## src/rtl/mos6502_muxbus_pkg.sv

```systemverilog
// Shared types and helpers for the 6502 multiplexed-bus bridge.
// Optional address-chunk cache in the top is enabled by MUXBUS_ADDR_CACHE_EN.
package mos6502_muxbus_pkg;

  typedef enum logic [1:0] {
    ST_IDLE = 2'd0,
    ST_ADDR = 2'd1,
    ST_DATA = 2'd2,
    ST_DONE = 2'd3
  } mb_state_e;

  // Beat counts for the default 16-bit address / 8-bit data / 8-pin bus build.
  localparam int ABEATS = 16 / 8;
  localparam int DBEATS = 8 / 8;

  // Width of a register that indexes 0..beats-1; never narrower than one bit.
  function automatic int beat_idx_w(input int beats);
    return (beats > 1) ? $clog2(beats) : 1;
  endfunction

endpackage

```

## src/rtl/muxbus_wait_timer.sv

```systemverilog
// Per-beat wait-state down-counter: load sets the count, busy while non-zero.
// Load wins over decrement so a new beat always starts from the full count.
module muxbus_wait_timer #(
  parameter int WS_W = 4
) (
  input  logic            clk_i,
  input  logic            reset_i,
  input  logic            load_i,
  input  logic            en_i,
  input  logic [WS_W-1:0] ws_i,
  output logic            busy_o
);

  logic [WS_W-1:0] cnt_q;
  logic [WS_W-1:0] cnt_d;

  always_comb begin
    cnt_d = cnt_q;
    if (load_i) begin
      cnt_d = ws_i;
    end else if (en_i && (cnt_q != '0)) begin
      cnt_d = cnt_q - WS_W'(1);
    end
  end

  always_ff @(posedge clk_i) begin
    if (reset_i) begin
      cnt_q <= '0;
    end else begin
      cnt_q <= cnt_d;
    end
  end

  assign busy_o = (cnt_q != '0);

endmodule

```

## src/rtl/mos6502_muxbus_bridge.sv

```systemverilog
// Bridges the 6502 core to a narrow time-multiplexed address/data bus with wait states.
// Define MUXBUS_ADDR_CACHE_EN to skip re-sending unchanged upper address chunks.
module mos6502_muxbus_bridge
  import mos6502_muxbus_pkg::*;
#(
  parameter int ADDR_W = 16,
  parameter int DATA_W = 8,
  parameter int IO_W   = 8,
  parameter int WS_W   = 4
) (
  input  logic                   wb_clk_i,
  input  logic                   reset,
  input  logic [ADDR_W-1:0]      cpu_ab,
  input  logic [DATA_W-1:0]      cpu_do,
  input  logic                   cpu_we,
  output logic [DATA_W-1:0]      cpu_di,
  output logic                   cpu_rdy,
  input  logic [WS_W-1:0]        cfg_ws,
  input  logic [IO_W-1:0]        bus_in,
  output logic [IO_W-1:0]        bus_out,
  output logic [IO_W-1:0]        bus_oeb,
  output logic [ADDR_W/IO_W-1:0] bus_ale,
  output logic                   bus_oe_n,
  output logic                   bus_we_n,
  input  logic                   bus_wait,
  output mb_state_e              dbg_state_o
);

  localparam int NAB = ADDR_W / IO_W;
  localparam int NDB = DATA_W / IO_W;
  localparam int AIW = beat_idx_w(NAB);
  localparam int DIW = beat_idx_w(NDB);

  mb_state_e         state_q, state_d;
  logic [AIW-1:0]    abeat_q, abeat_d;
  logic [DIW-1:0]    dbeat_q, dbeat_d;
  logic [ADDR_W-1:0] addr_q, addr_d;
  logic [DATA_W-1:0] wdata_q, wdata_d;
  logic [DATA_W-1:0] rdata_q, rdata_d;
  logic              we_q, we_d;
  logic [WS_W-1:0]   ws_q, ws_d;
  logic              tmr_load, tmr_busy, skip_upper;

  logic [DATA_W-1:0] di_d;
  logic              rdy_d, oe_n_d, we_n_d;
  logic [IO_W-1:0]   out_d, oeb_d;
  logic [NAB-1:0]    ale_d;

  muxbus_wait_timer #(.WS_W(WS_W)) u_timer (
    .clk_i   (wb_clk_i),
    .reset_i (reset),
    .load_i  (tmr_load),
    .en_i    (state_q == ST_DATA),
    .ws_i    (ws_q),
    .busy_o  (tmr_busy)
  );

`ifdef MUXBUS_ADDR_CACHE_EN
  logic [ADDR_W-1:IO_W] cache_q;
  logic                 cache_vld_q;

  // Tracks the upper chunks of the access being latched, i.e. the ones last put on the bus.
  always_ff @(posedge wb_clk_i) begin
    if (reset) begin
      cache_q     <= '0;
      cache_vld_q <= 1'b0;
    end else if ((state_q == ST_IDLE) || (state_q == ST_DONE)) begin
      cache_q     <= cpu_ab[ADDR_W-1:IO_W];
      cache_vld_q <= 1'b1;
    end
  end

  assign skip_upper = cache_vld_q && (cpu_ab[ADDR_W-1:IO_W] == cache_q);
`else
  assign skip_upper = 1'b0;
`endif

  always_ff @(posedge wb_clk_i) begin
    if (reset) begin
      state_q  <= ST_IDLE;
      abeat_q  <= '0;
      dbeat_q  <= '0;
      addr_q   <= '0;
      wdata_q  <= '0;
      rdata_q  <= '0;
      we_q     <= 1'b0;
      ws_q     <= '0;
      cpu_rdy  <= 1'b0;
      cpu_di   <= '0;
      bus_out  <= '0;
      bus_oeb  <= '1;
      bus_ale  <= '0;
      bus_oe_n <= 1'b1;
      bus_we_n <= 1'b1;
    end else begin
      state_q  <= state_d;
      abeat_q  <= abeat_d;
      dbeat_q  <= dbeat_d;
      addr_q   <= addr_d;
      wdata_q  <= wdata_d;
      rdata_q  <= rdata_d;
      we_q     <= we_d;
      ws_q     <= ws_d;
      cpu_rdy  <= rdy_d;
      cpu_di   <= di_d;
      bus_out  <= out_d;
      bus_oeb  <= oeb_d;
      bus_ale  <= ale_d;
      bus_oe_n <= oe_n_d;
      bus_we_n <= we_n_d;
    end
  end

  always_comb begin
    state_d  = state_q;
    abeat_d  = abeat_q;
    dbeat_d  = dbeat_q;
    addr_d   = addr_q;
    wdata_d  = wdata_q;
    rdata_d  = rdata_q;
    we_d     = we_q;
    ws_d     = ws_q;
    tmr_load = 1'b0;
    unique case (state_q)
      ST_IDLE, ST_DONE: begin
        addr_d  = cpu_ab;
        wdata_d = cpu_do;
        we_d    = cpu_we;
        ws_d    = cfg_ws;
        state_d = ST_ADDR;
        abeat_d = skip_upper ? '0 : AIW'(NAB - 1);
      end
      ST_ADDR: begin
        if (abeat_q == '0) begin
          state_d  = ST_DATA;
          dbeat_d  = DIW'(NDB - 1);
          tmr_load = 1'b1;
        end else begin
          abeat_d = abeat_q - AIW'(1);
        end
      end
      ST_DATA: begin
        // bus_wait only matters once the programmed wait states have elapsed.
        if (!tmr_busy && !bus_wait) begin
          if (!we_q) begin
            rdata_d[int'(dbeat_q)*IO_W +: IO_W] = bus_in;
          end
          if (dbeat_q == '0) begin
            state_d = ST_DONE;
          end else begin
            dbeat_d  = dbeat_q - DIW'(1);
            tmr_load = 1'b1;
          end
        end
      end
      default: state_d = ST_IDLE;
    endcase
  end

  // Outputs are decoded from the next state and registered, so they line up with state_q.
  always_comb begin
    rdy_d  = 1'b0;
    di_d   = cpu_di;
    out_d  = '0;
    oeb_d  = '1;
    ale_d  = '0;
    oe_n_d = 1'b1;
    we_n_d = 1'b1;
    unique case (state_d)
      ST_ADDR: begin
        out_d          = addr_d[int'(abeat_d)*IO_W +: IO_W];
        oeb_d          = '0;
        ale_d[abeat_d] = 1'b1;
      end
      ST_DATA: begin
        if (we_d) begin
          out_d  = wdata_d[int'(dbeat_d)*IO_W +: IO_W];
          oeb_d  = '0;
          we_n_d = 1'b0;
        end else begin
          oe_n_d = 1'b0;
        end
      end
      ST_DONE: begin
        rdy_d = 1'b1;
        di_d  = rdata_d;
      end
      default: ;
    endcase
  end

  assign dbg_state_o = state_q;

endmodule

```

## config.mk

```make
export PLATFORM = sky130hd
export DESIGN_NAME = mos6502_muxbus_bridge
export DESIGN_NICKNAME = d
export VERILOG_FILES = /design/src/rtl/mos6502_muxbus_pkg.sv /design/src/rtl/muxbus_wait_timer.sv /design/src/rtl/mos6502_muxbus_bridge.sv
export SDC_FILE = /design/constraint.sdc
export NUM_CORES = 1
export LEC_CHECK = 0
export BUFFER_PORTS_ARGS = -buffer_cell sky130_fd_sc_hd__buf_2
export CELL_PAD_IN_SITES_DETAIL_PLACEMENT = 1
export CELL_PAD_IN_SITES_GLOBAL_PLACEMENT = 1
export CORE_ASPECT_RATIO = 0.7
export CORE_MARGIN = 4
export CORE_UTILIZATION = 40
export CTS_BUF_LIST = sky130_fd_sc_hd__clkbuf_4 sky130_fd_sc_hd__clkbuf_8 sky130_fd_sc_hd__clkbuf_16
export DETAILED_ROUTE_END_ITERATION = 8
export GPL_TIMING_DRIVEN = 0
export HOLD_SLACK_MARGIN = 0.06
export PLACE_DENSITY_LB_ADDON = 0.12
export SLEW_MARGIN = 30
export SYNTH_ARGS = -nofsm -noshare
export SYNTH_HDL_FRONTEND = slang
export SYNTH_SLANG_ARGS = --single-unit
```

## constraint.sdc

```tcl
create_clock -name wb_clk_i -period 3.51 [get_ports wb_clk_i]
set_input_delay 0.351 -clock wb_clk_i [delete_from_list [all_inputs] [get_ports wb_clk_i]]
set_output_delay 0.351 -clock wb_clk_i [all_outputs]
set_load 0.03 [all_outputs]
```

==> metrics.md <==
| Metric | Value |
|---|---|
| Vias | 2,357 |
| Min Tclk post-route | 3.20 ns |
| RePlAce Congestion | 0.795 |
| Synthesized area | 0.00284 mm² |
| Post-Synthesis Cells | 289 |
| Critical path depth | 12 |
| Initial antenna violation count | 0 |
| CTS tree | done |
| Initial Utilization | 0.416 |
| Average wire per standard cell | 16.9 µm |
| Net Count, Synth | 337 |
| Fin. max-slew vios | 0 |
| Most frequent cells in the layout | 73 x buf_2, 67 x dfxtp_1, 55 x nor2_1 |
| Min Hold Slack | 0.245 ns |
| Worst slew pin tran | 0.697 ns |
| Drt pass-1 iters | 4 |
| Largest net degree at the start of global routing | 11 |
| DRT iter0 DRCs | 46 |
| Pint | 1.44 mW |
| Slowest-stage cell, CP | nor4b_1 |
| Flop pwr share | 0.420 |
| HPWL after detailed placement | 5.72 mm |
| DRC viols | 0 |
| Synth top area share | 0.472 |
| Power share of the clock group | 0.336 |
| HP Start | cfg_ws[2] |
| RSZ-0062 raised after global routing | false |
| Clk_lat worst skew | 0.34 ns |
| Syn. warnings | 0 |
| Setup TNS Final | 0 ns |
| Die Ht | 78.5 µm |
| Post-CTS sizing | 0 |
| Syn avg cell area | 9.82 µm² |
| Worst Hold Class | in -> reg |
| Die footprint | 0.00853 mm² |
| Routed Antenna Nets | 0 |
| Max-cap check violation count | 0 |
| Switch share | 0.310 |
| GRT overflow | 0 |
| Worst hold stages | 3 |
| Core area | 0.00682 mm² |
| # rows | 25 |
| Startpoint Class | register |
| Hold Vio Cnt, Final | 0 |
| Library cells used by synthesis | 37 |
| Synth area leader | dfxtp_1 |
| Global-route wire length before repair | 12.7 mm |
| Post-CTS Setup Inserts | 0 |
| Slew HR | 0.534 |
| Status | completed |
| Vias in the first global route | 2,385 |
| Power per cell area | 591 mW/mm² |
| Tcrit/Tclk final | 0.912 |
| Fmax | 313 MHz |
| Nets | 417 |
| Reg2reg setup slack | 0.31 ns |
| Hold endpoint | ws_q[2]$_SDFFE_PP0N_ |
| CTS Root Cell | clkbuf_8 |
| Buffers on Ports | 70 |
| Reg2reg path depth | 12 |
| Proportion of layout cells with a drive suffix above 1 | 0.284 |
| Critical Path Sink Type | register |
| Reg-to-Reg Start | dbg_state_o[0]$_SDFF_PP0_ |
| Peak supply drop | 0.292 mV |
| # diodes | 0 |
| Inserted Clock Buffers | 9 |
| Top post-synthesis cells by area | dfxtp_1 47%, mux2i_1 17%, nor2_1 7.3% |
| CP arrival | 3.46 ns |
| # hold bufs at CTS | 0 |
| FF-to-FF End | bus_out[4]$_SDFF_PP0_ |
| Syn-to-layout area delta | 24.2% |
| Clk buf depth | 2 |
| Final setup viols | 0 |
| Filler instances | 841 |
| Io pins | 71 |
| Clk slew on worst S/H paths | 0.07 ns |
| Clk sink count | 67 |
| Setup crit start | dbg_state_o[0]$_SDFF_PP0_ |
| Gr usage total | 0.194 |
| Worst-path fanout max | 10 |
| CP Class | reg -> reg |
| Vias per cell | 5.05 |
| Delay-heaviest family, CP | compound AO/OA/AOI/OAI gates |
| Flops & latches, synth | 67 |
| Worst Path Buf+Inv | 4 |
| Largest stage delay, worst path | 0.45 ns |
| Post-synthesis sequential area ratio | 0.472 |
| Clk_skew | 0.00726 ns |
| Final WL | 7.90 mm |
| Crit path required time | 3.77 ns |
| CP Cell Sequence | inv_1, ha_1, clkbuf_1, clkbuf_2, a21oi_1, a21oi_1, o21bai_1, inv_1, ha_1, nor4b_1, o21ai_2, o21ai_0 |
| Combinational power share | 0.244 |
| Die width | 109 µm |
| Psw | 0.647 mW |
| P_leak | 1.69 nW |
| H-tree levels | 3 |
| Commonest non-fill, non-tap cell in the layout | buf_2 |
-- power by group through the flow --
stage,logic [mW],registers (mW),clock network [mW]
final,0.510,0.875,0.700
after global routing,0.554,0.883,0.748
after floorplan,0.298,0.945,0
after detailed placement,0.509,0.891,0
after CTS,0.513,0.875,0.710
after global placement,0.496,0.888,0
-- Yosys cell counts, drive strengths merged --
cell	instances
o21ai	8
buf	12
o21bai	1
mux2i	47
and2	1
or3b	1
mux2	1
a211oi	18
and3b	1
clkbuf	13
xnor2	1
a2bb2oi	1
nand2b	1
ha	8
or2	1
o22ai	1
nor3b	2
or4b	2
a211o	8
nor2	55
and3	7
o221ai	1
nand2	5
dfxtp	67
nor3	4
a21oi	6
inv	8
nor4b	2
nand3b	2
nor2b	3
a221oi	1
-- worst register-to-register path: cells and delay by family, from the launching register on --
kind            cells  cell delay, ns
fa+ha+maj           2            0.53
buf+inv             4            0.71
simple gates        1            0.45
flops               1            0.41
compound gates      5            1.03
-- per-stage QoR --
| stage | cells | setup slack, ns | cell area [µm²] | util | power (mW) |
|---|---|---|---|---|---|
| after floorplan | 289 | 0.695 | 2840 | - | 1.24 |
| after global placement | 453 | 0.00629 | 3310 | 0.485 | 1.38 |
| after detailed placement | 453 | 0.0520 | 3310 | 0.485 | 1.40 |
| after CTS | 468 | 0.00140 | 3520 | 0.517 | 2.10 |
| after global routing | 467 | 0.0465 | 3530 | 0.517 | 2.19 |
| final | 467 | 0.310 | 3530 | 0.517 | 2.09 |
-- layer usage --
layer	part of all wire	global-route usage	up-vias	routed length, µm
li1	-	-	1159	-
met4	0.010	0.0530	0	81
met5	0	0	-	0
met3	0.045	0.0559	8	355
met1	0.51	0.280	1142	4030
met2	0.43	0.281	48	3430
-- worst max path at each step --
stage	slack, ns	end
after global routing	0.05	bus_out[5]$_SDFF_PP0_
after CTS	0.001	bus_out[4]$_SDFF_PP0_
after global placement	0.006	bus_out[7]$_SDFF_PP0_
final	0.31	bus_out[4]$_SDFF_PP0_
after floorplan	0.70	bus_out[6]$_SDFF_PP0_
after detailed placement	0.05	bus_out[2]$_SDFF_PP0_
-- cells by family (layout without fill, tap and decap cells) --
group                    count (synthesis)  count (layout)  share of synthesized area
flip-flops                              67              67                      0.472
multiplexers                            48              48                      0.170
buffers and inverters                   33             117                     0.0569
adder cells (fa/ha/maj)                  8               8                     0.0353
AO/OA/AOI/OAI                           45              45                      0.111
XOR/XNOR                                 1               1                    0.00309
AND/OR/NAND/NOR                         87              87                      0.152
-- sequential cells by signal, summed over array words and instances (netlist names), 2 cells and up --
signal         cells
addr_q            16
bus_out            8
cpu_di             8
rdata_q            8
wdata_q            8
u_timer.cnt_q      4
ws_q               4
bus_ale            2
dbg_state_o        2
-- cell type report --
cell class                      instances  area [µm²]  share of cell area
Buffer                                 24         131              0.0372
Clock inverter                          1        30.0             0.00851
Multi-Input combinational cell        189        1340               0.380
Sequential cell                        67        1340               0.380
Clock buffer                           14         186              0.0529
Timing Repair Buffer                   70         350              0.0993
Tap cell                               94         118              0.0333
Inverter                                8        30.0             0.00851
No activity file was read; power rests on OpenSTA's default activity.
